[src/rtl/overlay_config_loader_pkg.sv]
// Shared types and elaboration-time helpers for the overlay scan-chain configuration loader.
// Covers FSM state encodings, default geometry and chain-length arithmetic.
package overlay_config_loader_pkg;

    typedef enum logic [1:0] {
        ST_IDLE = 2'd0,
        ST_RUN  = 2'd1,
        ST_DONE = 2'd2
    } loader_state_e;

    localparam int DEF_WORD_W    = 32;
    localparam int DEF_CHAIN_LEN = 1024;
    localparam int DEF_CNT_W     = 11;

    // Scan cells contributed by one tile's logic block, connection box and switch box.
    localparam int TILE_LB_BITS = 20;
    localparam int TILE_CB_BITS = 24;
    localparam int TILE_SB_BITS = 20;

    function automatic int chain_len_calc(input int lb_bits, input int cb_bits,
                                          input int sb_bits, input int tiles);
        return (lb_bits + cb_bits + sb_bits) * tiles;
    endfunction

    function automatic int ceil_div(input int num, input int den);
        return (num + den - 1) / den;
    endfunction

    // Bits carried by the final host word; a whole word when the chain divides evenly.
    function automatic int tail_bits(input int chain_len, input int word_w);
        int rem;
        rem = chain_len % word_w;
        return (rem == 0) ? word_w : rem;
    endfunction

endpackage

[src/rtl/overlay_config_loader_serializer.sv]
// Word-to-bit serializer: a shift register fed from one holding register so word
// boundaries shift without a bubble. Emits one bit per cycle while enabled and non-empty.
module overlay_config_loader_serializer
    import overlay_config_loader_pkg::*;
#(
    parameter int WORD_W    = DEF_WORD_W,
    parameter int CHAIN_LEN = DEF_CHAIN_LEN,
    parameter int CNT_W     = DEF_CNT_W
) (
    input  logic              clk,
    input  logic              rst,
    input  logic              clear,
    input  logic              enable,
    input  logic [WORD_W-1:0] in_data,
    input  logic              in_valid,
    output logic              in_ready,
    output logic              shift,
    output logic              bit_out
);

    localparam int NUM_WORDS = ceil_div(CHAIN_LEN, WORD_W);
    localparam int LAST_BITS = tail_bits(CHAIN_LEN, WORD_W);
    localparam int LEN_W     = $clog2(WORD_W + 1);

    localparam logic [CNT_W-1:0] WORD_LIMIT = CNT_W'(NUM_WORDS);
    localparam logic [CNT_W-1:0] LAST_IDX   = CNT_W'(NUM_WORDS - 1);
    localparam logic [LEN_W-1:0] FULL_LEN   = LEN_W'(WORD_W);
    localparam logic [LEN_W-1:0] TAIL_LEN   = LEN_W'(LAST_BITS);
    localparam logic [LEN_W-1:0] ONE_LEFT   = LEN_W'(1);

    logic [WORD_W-1:0] sr;
    logic [WORD_W-1:0] hr;
    logic [LEN_W-1:0]  sr_left;
    logic [LEN_W-1:0]  hr_len;
    logic              hr_full;
    logic [CNT_W-1:0]  words_taken;

    logic              xfer;
    logic [LEN_W-1:0]  xfer_len;
    logic              sr_drained;

    assign in_ready   = enable & ~hr_full & (words_taken < WORD_LIMIT);
    assign xfer       = in_valid & in_ready;
    // The last word only contributes its low tail bits; the rest are never shifted out.
    assign xfer_len   = (words_taken == LAST_IDX) ? TAIL_LEN : FULL_LEN;
    assign shift      = enable & (sr_left != '0);
    assign bit_out    = sr[0];
    assign sr_drained = (sr_left == '0) | (shift & (sr_left == ONE_LEFT));

    always_ff @(posedge clk) begin
        // NOTE: the data registers are cleared along with their flags so an abandoned load never leaves stale bits to shift later.
        if (rst || clear) begin
            sr          <= '0;
            hr          <= '0;
            sr_left     <= '0;
            hr_len      <= '0;
            hr_full     <= 1'b0;
            words_taken <= '0;
        end else begin
            if (xfer) begin
                words_taken <= words_taken + 1'b1;
            end
            if (shift) begin
                sr      <= sr >> 1;
                sr_left <= sr_left - 1'b1;
            end
            if (sr_drained) begin
                if (hr_full) begin
                    sr      <= hr;
                    sr_left <= hr_len;
                    hr_full <= 1'b0;
                end else if (xfer) begin
                    sr      <= in_data;
                    sr_left <= xfer_len;
                end
            end else if (xfer) begin
                hr      <= in_data;
                hr_len  <= xfer_len;
                hr_full <= 1'b1;
            end
        end
    end

endmodule

[src/rtl/overlay_config_loader.sv]
// Scan-chain configuration master: drives SE/SOUT from host words, captures the chain
// tail on SIN into readback words, and tracks load progress through IDLE/RUN/DONE.
module overlay_config_loader
    import overlay_config_loader_pkg::*;
#(
    parameter int WORD_W    = DEF_WORD_W,
    parameter int CHAIN_LEN = DEF_CHAIN_LEN,
    parameter int CNT_W     = DEF_CNT_W
) (
    input  logic              PCLK,
    input  logic              PRST,
    input  logic              START,
    input  logic [WORD_W-1:0] CFG_DATA,
    input  logic              CFG_VALID,
    output logic              CFG_READY,
    output logic              SE,
    output logic              SOUT,
    input  logic              SIN,
    output logic [WORD_W-1:0] RB_DATA,
    output logic              RB_VALID,
    output logic              BUSY,
    output logic              DONE
);

    localparam int RB_PAD   = WORD_W - tail_bits(CHAIN_LEN, WORD_W);
    localparam int RB_CNT_W = $clog2(WORD_W + 1);

    localparam logic [CNT_W-1:0]    CHAIN_END = CNT_W'(CHAIN_LEN);
    localparam logic [RB_CNT_W-1:0] RB_LAST   = RB_CNT_W'(WORD_W - 1);

    loader_state_e     state;
    logic [CNT_W-1:0]  bit_cnt;
    logic              se_q;
    logic              sout_q;
    logic              busy_q;
    logic              done_q;
    logic [WORD_W-1:0] rb_sr;
    logic [RB_CNT_W-1:0] rb_cnt;
    logic [WORD_W-1:0] rb_data_q;
    logic              rb_valid_q;

    logic              run;
    logic              start_ok;
    logic              shift;
    logic              bit_out;
    logic [WORD_W-1:0] rb_next;

    assign run      = (state == ST_RUN);
    assign start_ok = START & ((state == ST_IDLE) | (state == ST_DONE));
    assign rb_next  = {SIN, rb_sr[WORD_W-1:1]};

    overlay_config_loader_serializer #(
        .WORD_W    (WORD_W),
        .CHAIN_LEN (CHAIN_LEN),
        .CNT_W     (CNT_W)
    ) u_serializer (
        .clk      (PCLK),
        .rst      (PRST),
        .clear    (start_ok),
        .enable   (run),
        .in_data  (CFG_DATA),
        .in_valid (CFG_VALID),
        .in_ready (CFG_READY),
        .shift    (shift),
        .bit_out  (bit_out)
    );

    always_ff @(posedge PCLK) begin
        if (PRST) begin
            state      <= ST_IDLE;
            bit_cnt    <= '0;
            se_q       <= 1'b0;
            sout_q     <= 1'b0;
            busy_q     <= 1'b0;
            done_q     <= 1'b0;
            rb_sr      <= '0;
            rb_cnt     <= '0;
            rb_data_q  <= '0;
            rb_valid_q <= 1'b0;
        end else begin
            rb_valid_q <= 1'b0;

            // SE/SOUT are launched at the edge that schedules a shift, so the chain sees them stable a full cycle.
            se_q <= shift;
            if (shift) begin
                sout_q  <= bit_out;
                bit_cnt <= bit_cnt + 1'b1;
            end

            // bit_cnt still counts the bit being captured here, so reaching CHAIN_END marks the final capture.
            if (se_q) begin
                if (bit_cnt == CHAIN_END) begin
                    rb_data_q  <= rb_next >> RB_PAD;
                    rb_valid_q <= 1'b1;
                    rb_sr      <= '0;
                    rb_cnt     <= '0;
                end else if (rb_cnt == RB_LAST) begin
                    rb_data_q  <= rb_next;
                    rb_valid_q <= 1'b1;
                    rb_sr      <= rb_next;
                    rb_cnt     <= '0;
                end else begin
                    rb_sr  <= rb_next;
                    rb_cnt <= rb_cnt + 1'b1;
                end
            end

            // NOTE: all state here uses <=; the restart clears below are placed last so they win over any update above.
            unique case (state)
                ST_IDLE, ST_DONE: begin
                    if (START) begin
                        state   <= ST_RUN;
                        busy_q  <= 1'b1;
                        done_q  <= 1'b0;
                        bit_cnt <= '0;
                        rb_sr   <= '0;
                        rb_cnt  <= '0;
                    end
                end
                ST_RUN: begin
                    if (bit_cnt == CHAIN_END) begin
                        state  <= ST_DONE;
                        busy_q <= 1'b0;
                        done_q <= 1'b1;
                    end
                end
                default: state <= ST_IDLE;
            endcase
        end
    end

    assign SE       = se_q;
    assign SOUT     = sout_q;
    assign BUSY     = busy_q;
    assign DONE     = done_q;
    assign RB_DATA  = rb_data_q;
    assign RB_VALID = rb_valid_q;

endmodule
[config.mk]
export PLATFORM = sky130hd
export DESIGN_NAME = overlay_config_loader
export DESIGN_NICKNAME = d
export VERILOG_FILES = /design/src/rtl/overlay_config_loader_pkg.sv /design/src/rtl/overlay_config_loader_serializer.sv /design/src/rtl/overlay_config_loader.sv
export SDC_FILE = /design/constraint.sdc
export NUM_CORES = 1
export LEC_CHECK = 0
export CORE_ASPECT_RATIO = 0.7
export CORE_MARGIN = 4
export CORE_UTILIZATION = 53
export CTS_BUF_LIST = sky130_fd_sc_hd__clkbuf_2 sky130_fd_sc_hd__clkbuf_4 sky130_fd_sc_hd__clkbuf_8
export CTS_CLUSTER_DIAMETER = 120
export DETAILED_ROUTE_END_ITERATION = 7
export PLACE_DENSITY = 0.78
export SLEW_MARGIN = 20
export SYNTH_ARGS = -nofsm -noshare
export SYNTH_HDL_FRONTEND = slang
export SYNTH_SLANG_ARGS = --single-unit
[constraint.sdc]
create_clock -name PCLK -period 1.84 [get_ports PCLK]
set_input_delay 0.368 -clock PCLK [delete_from_list [all_inputs] [get_ports PCLK]]
set_output_delay 0.368 -clock PCLK [all_outputs]
set_load 0.01 [all_outputs]
Yosys cells after proc, flatten, opt, wreduce, memory -nomap -nowiden
Cells that the tools add are included.

Add/subtract/negate cells: 4. Magnitude comparators: 1. Eq/ne operators: 7. Muxes and demuxes: 33. Bitwise gates (word level): 11. Reductions and logical operators: 13.

Operators with widths (number): 32-bit 2-to-1 mux (10); 6-bit 2-to-1 mux (9); 11-bit 2-to-1 mux (3); 11-bit by 1-bit adder with 11-bit output, second input constant (2); 11-bit == test, second input constant (1); 11-bit by 6-bit less-than comparator with 1-bit output, second input constant (1); 6-bit by 1-bit adder with 6-bit output, second input constant (1); 1-bit AND (6); 6-bit by 1-bit == test with 1-bit output, second input constant (1); 6-bit by 5-bit == test with 1-bit output, second input constant (1); 6-bit zero test (1); 1-bit 2-to-1 mux (6); 2-bit AND reduction (3); 6-bit nonzero test (1); 2-bit OR reduction (3); 6-bit by 1-bit subtractor with 6-bit output, second input constant (1); 2-bit 2-to-1 mux (2); 2-bit inequality test, second input constant (2); 1-bit case mux with 2 select lines (2); 2-bit case mux with 2 select lines (1); 2-bit nonzero test (2); 1-bit NOT (3); 3-bit AND reduction (1); 2-bit by 1-bit == test with 1-bit output, second input constant (1); other kinds (4) (5).

Register bits: 171. Bits of input ports: 37. Output and inout port bits: 38. Logic and storage cells: 85.

Logic depth before layout (Yosys ltp)
Depth in word-level cells: 7. Depth in mapped cells: 8. Depth with buffers taken out: 6.

By module
Synthesis repeated with hierarchy kept, for this count alone.

Cell total of the unflattened synthesis: 848. Area, all modules: 7519.7 um2.

Modules (own cells, without submodules): overlay_config_loader_serializer (instances 1, cells each 453, area each 3873.7 um2, seq. area each 1661.6 um2); overlay_config_loader (instances 1, cells each 395, area each 3646.0 um2, seq. area each 1741.7 um2).

Worst setup path after synthesis
Ideal clock, no wire load.

Path type: register to register. Start: register u_serializer.words_taken[6]. End: register u_serializer.sr[24]. Setup time: 136 ps. Arrival: 1818 ps. Path slack: -114 ps. Stages on the path, launching flop included: 7. Cell sequence: dfxtp_1 or4_4 o31a_1 buf_6 clkbuf_1 a2111oi_0 a211oi_1.

Word-level cells in the longest chain between the ends: 6.

Ends and longest elaborated chain: start: declaration (RTL line overlay_config_loader_serializer.sv:36) `logic [CNT_W-1:0] words_taken;`; start signal: assignment (RTL line overlay_config_loader_serializer.sv:61) `words_taken <= words_taken + 1'b1;`; 11-bit by 6-bit less-than comparator with 1-bit output (RTL line overlay_config_loader_serializer.sv:42) `assign in_ready = enable & ~hr_full & (words_taken < WORD_LIMIT);`; 1-bit AND (RTL line overlay_config_loader_serializer.sv:42); 1-bit AND (RTL line overlay_config_loader_serializer.sv:43) `assign xfer = in_valid & in_ready;`; 32-bit 2-to-1 mux (RTL line overlay_config_loader_serializer.sv:72) `end else if (xfer) begin`; 32-bit 2-to-1 mux (RTL line overlay_config_loader_serializer.sv:68) `if (hr_full) begin`; 32-bit 2-to-1 mux (RTL line overlay_config_loader_serializer.sv:67) `if (sr_drained) begin`; end signal: assignment (RTL line overlay_config_loader_serializer.sv:64) `sr <= sr >> 1;`; end signal: assignment (RTL line overlay_config_loader_serializer.sv:69) `sr <= hr;`; end signal: assignment (RTL line overlay_config_loader_serializer.sv:73) `sr <= in_data;`; end: declaration (RTL line overlay_config_loader_serializer.sv:31) `logic [WORD_W-1:0] sr;`.

No other way between the ends. A chain may end at the register's enable or synchronous reset.

Worst setup path in the final report
Start: register u_serializer.words_taken[7]. End: register u_serializer.sr[9].

Same word-level chain as after synthesis.

==> results.sh <==
export IMPL_rrSetupSlack_ps=-310
export IMPL_power_mw=7.45
export IMPL_synth_area_leader_cell="dfxtp_1"
export IMPL_synth_area_top_cells="dfxtp_1, mux2i_1, nand2b_1, a2111oi_0, a211oi_1"
export IMPL_cp_required_ps=2160
export IMPL_port_buffers=74
export IMPL_rsz0062_at_grt="true"
export IMPL_synth_seq_cells=170
export IMPL_max_clock_freq_mhz=466
export IMPL_slew_viol_final=0
export IMPL_synth_edf_count=0
export IMPL_tightest_slew_ps=704
export IMPL_hold_path_class="in -> reg"
export IMPL_grt_pass1_vias=6280
export IMPL_cts_buffers=17
export IMPL_antenna_cells=0
export IMPL_totalWireLength_um=19800
export IMPL_io_pins=75
export IMPL_drtIter0Drc=417
export IMPL_dieWidth_um=151
export IMPL_arrival_ps=2470
export IMPL_clk_latency_ps=450
export IMPL_cts_root_buf="clkbuf_8"
export IMPL_setup_violations=72
export IMPL_firstDrtPassIters=5
export IMPL_die_h_um=108
export IMPL_finalSetupTns_ps=-14530
export IMPL_multi_input_area_sq_um=4470
export IMPL_cts_buffer_depth=2
export IMPL_r2r_end="u_serializer.sr[9]$_SDFF_PP0_"
export IMPL_period_share_pct=117
export IMPL_seq_area_sq_um=3410
export IMPL_nets=958
export IMPL_startpoint_type="flip-flop"
export IMPL_synth_area_mux_share_pct=9.10
export IMPL_critPathSlowestCell="or4_4"
export IMPL_path_cells="or4_4 > o31a_1 > buf_4 > a2111oi_1 > a211oi_1"
export IMPL_finalWorstSetupSlack_ps=-306
export IMPL_routedWlPerCell_um=17.8
export IMPL_antenna_found_initial=0
export IMPL_pre_cts_ws_ps=-501
export IMPL_yosys_most_used_dff="dfxtp_1"
export IMPL_synth_avg_cell_area_sq_um=9.13
export IMPL_cts_sinks=170
export IMPL_drc=0
export IMPL_ir_worst_vdd_mv=0.480
export IMPL_cp_max_fo=11
export IMPL_ys_types=50
export IMPL_cp_end_kind="flip-flop"
export IMPL_powerDensity_nw_per_um2=739
export IMPL_drv_cap=0
export IMPL_clkTransAtPathRegs_ps=80
export IMPL_holdBufCountCts=0
export IMPL_violations="setup timing"
export IMPL_synth_area_sq_um=7590
export IMPL_die_area_sq_um=16300
export IMPL_grt_first_pass_wirelength_um=30300
export IMPL_grt_max_degree=65
export IMPL_num_vias=6522
export IMPL_initial_core_util_pct=54.3
export IMPL_r2r_start="u_serializer.words_taken[7]$_SDFFE_PP0P_"
export IMPL_syn_num_nets=875
export IMPL_antenna_left=0
export IMPL_dp_hpwl_um=11400
export IMPL_slew_headroom_pct=53.0
export IMPL_synth_top_family_by_area="simple AND/OR/NAND/NOR gates"
export IMPL_outcome="finished with violations"
export IMPL_synth_fa_ha_area_share_pct=1.15
export IMPL_fin_skew_ps=12.3
export IMPL_finalNonFillerCells=1117
export IMPL_postSynth_asyncResetShare_pct=0
export IMPL_core_area_sq_um=14000
export IMPL_drive_above_1_share_pct=23.0
export IMPL_reg2regPathDepth=5
export IMPL_final_cell_mix="dfxtp_1, nand2b_1, clkdlybuf4s50_1"
export IMPL_grt_ovfl_total=0
export IMPL_synth_compound_area_share_pct=14.8
export IMPL_startpoint="u_serializer.words_taken[7]$_SDFFE_PP0P_"
export IMPL_yosysSeqAreaShare_pct=44.9
export IMPL_synth_xor_area_share_pct=1.39
export IMPL_timing_worst_setup_path_type="reg -> reg"
export IMPL_vias_per_cell=5.84
export IMPL_htree_levels=4
export IMPL_fillers=964
export IMPL_worstHoldStart="PRST"
export IMPL_grt_usage_pct=22.6
export IMPL_min_period_ps=2150
export IMPL_area_growth_pct=32.9
export IMPL_final_hold_viol_count=0
export IMPL_synthSimpleGateAreaFrac_pct=23.6
export IMPL_cp_endpoint="u_serializer.sr[9]$_SDFF_PP0_"
export IMPL_syn_inst=831
export IMPL_place_congestion=0.803
export IMPL_final_common_cell="dfxtp_1"
export IMPL_slowest_delay_ps=570
export IMPL_yosysWarnings=0
export IMPL_cts_tree="done"
export IMPL_dp_cells=1070
export IMPL_rows=36
export IMPL_netlist_area_leader_share_pct=44.9
export IMPL_p_leak_nw=3.45
==> stage by stage <==
step / util (%) / hold WS, ps / area [sq um]
after floorplan: - / 431 / 7620
after global placement: 63.0 / 443 / 8790
after detailed placement: 63.0 / 448 / 8790
after CTS: 68.5 / 306 / 9570
after global routing: 72.2 / 322 / 10100
final: 72.2 / 347 / 10100
==> cells by family (layout without fill, tap and decap cells) <==
kind of cell / after synthesis / in the layout
flip-flops: 170 / 170
buffers and inverters: 90 / 185
AO/OA/AOI/OAI: 169 / 170
adder cells (fa/ha/maj): 7 / 7
multiplexers: 69 / 69
AND/OR/NAND/NOR: 314 / 314
XOR/XNOR: 12 / 12
==> Yosys cell counts, drive strengths merged, types with 6 or more instances <==
| library cell | count |
|---|---|
| a2111oi | 34 |
| a211oi | 38 |
| a21oi | 42 |
| and2 | 7 |
| buf | 19 |
| clkbuf | 59 |
| dfxtp | 170 |
| ha | 7 |
| inv | 12 |
| mux2i | 69 |
| nand2 | 43 |
| nand2b | 99 |
| nand3 | 39 |
| nand4 | 36 |
| nor2 | 19 |
| nor2b | 33 |
| nor3 | 6 |
| nor4 | 6 |
| o21ai | 40 |
| or3 | 7 |
| xnor2 | 12 |
==> registers in the layout (all words and copies together), names as in the netlist <==
register,cells
BUSY,1
DONE,1
RB_DATA,32
RB_VALID,1
SE,1
SOUT,1
bit_cnt,11
rb_cnt,6
rb_sr,31
state,2
u_serializer.hr,32
u_serializer.hr_full,1
u_serializer.hr_len,1
u_serializer.sr,32
u_serializer.sr_left,6
u_serializer.words_taken,11
==> critical path, delay by kind of cell, from the launching register on <==
kind | cells | cell delay (ps)
AND/OR/NAND/NOR | 1 | 570
flip-flops | 1 | 320
buffers and inverters | 1 | 240
AO/OA/AOI/OAI | 3 | 890
==> repair_timing <==
item	CTS	global route
cloned	2	7
gates resized for setup	92	95
pin swaps	5	46
buffers inserted	3	4
setup endpoints to repair	78	114
==> worst min-delay path by stage <==
stage	depth (start not counted)	end	slack, ps
2_1_floorplan	1	u_serializer.words_taken[6]$_SDFFE_PP0P_	430
3_3_place_gp	1	u_serializer.words_taken[6]$_SDFFE_PP0P_	440
3_5_place_dp	2	u_serializer.hr[16]$_SDFFE_PP0P_	450
4_1_cts	3	BUSY$_SDFFE_PP0P_	310
5_1_grt	3	BUSY$_SDFFE_PP0P_	320
6_report	3	BUSY$_SDFFE_PP0P_	350
==> layout make-up <==
class                      count  area share, %
sequential                   170           33.8
timing repair buffer         141           15.2
clock buffer                  21           2.74
inverter                      12          0.447
clock inverter                11           1.19
multi-input combinational    572           44.3
tap                          190           2.36
==> power breakdown <==
part           leakage, nW  internal (mW)  switching, mW  total (mW)
registers             1.37           3.73         0.0408        3.77
clock network        0.199           1.30           1.33        2.63
logic                 1.88          0.459          0.587        1.05
==> routing by layer <==
| metal | share of wire [%] | track usage (%) | up-vias |
|---|---|---|---|
| li1 | - | - | 3136 |
| met1 | 45 | 29.5 | 3186 |
| met2 | 49 | 38.1 | 167 |
| met3 | 4.2 | 5.19 | 33 |
| met4 | 1.6 | 5.82 | 0 |
| met5 | 0 | 0 | - |
Note: power is estimated with default switching activity, not from simulation.
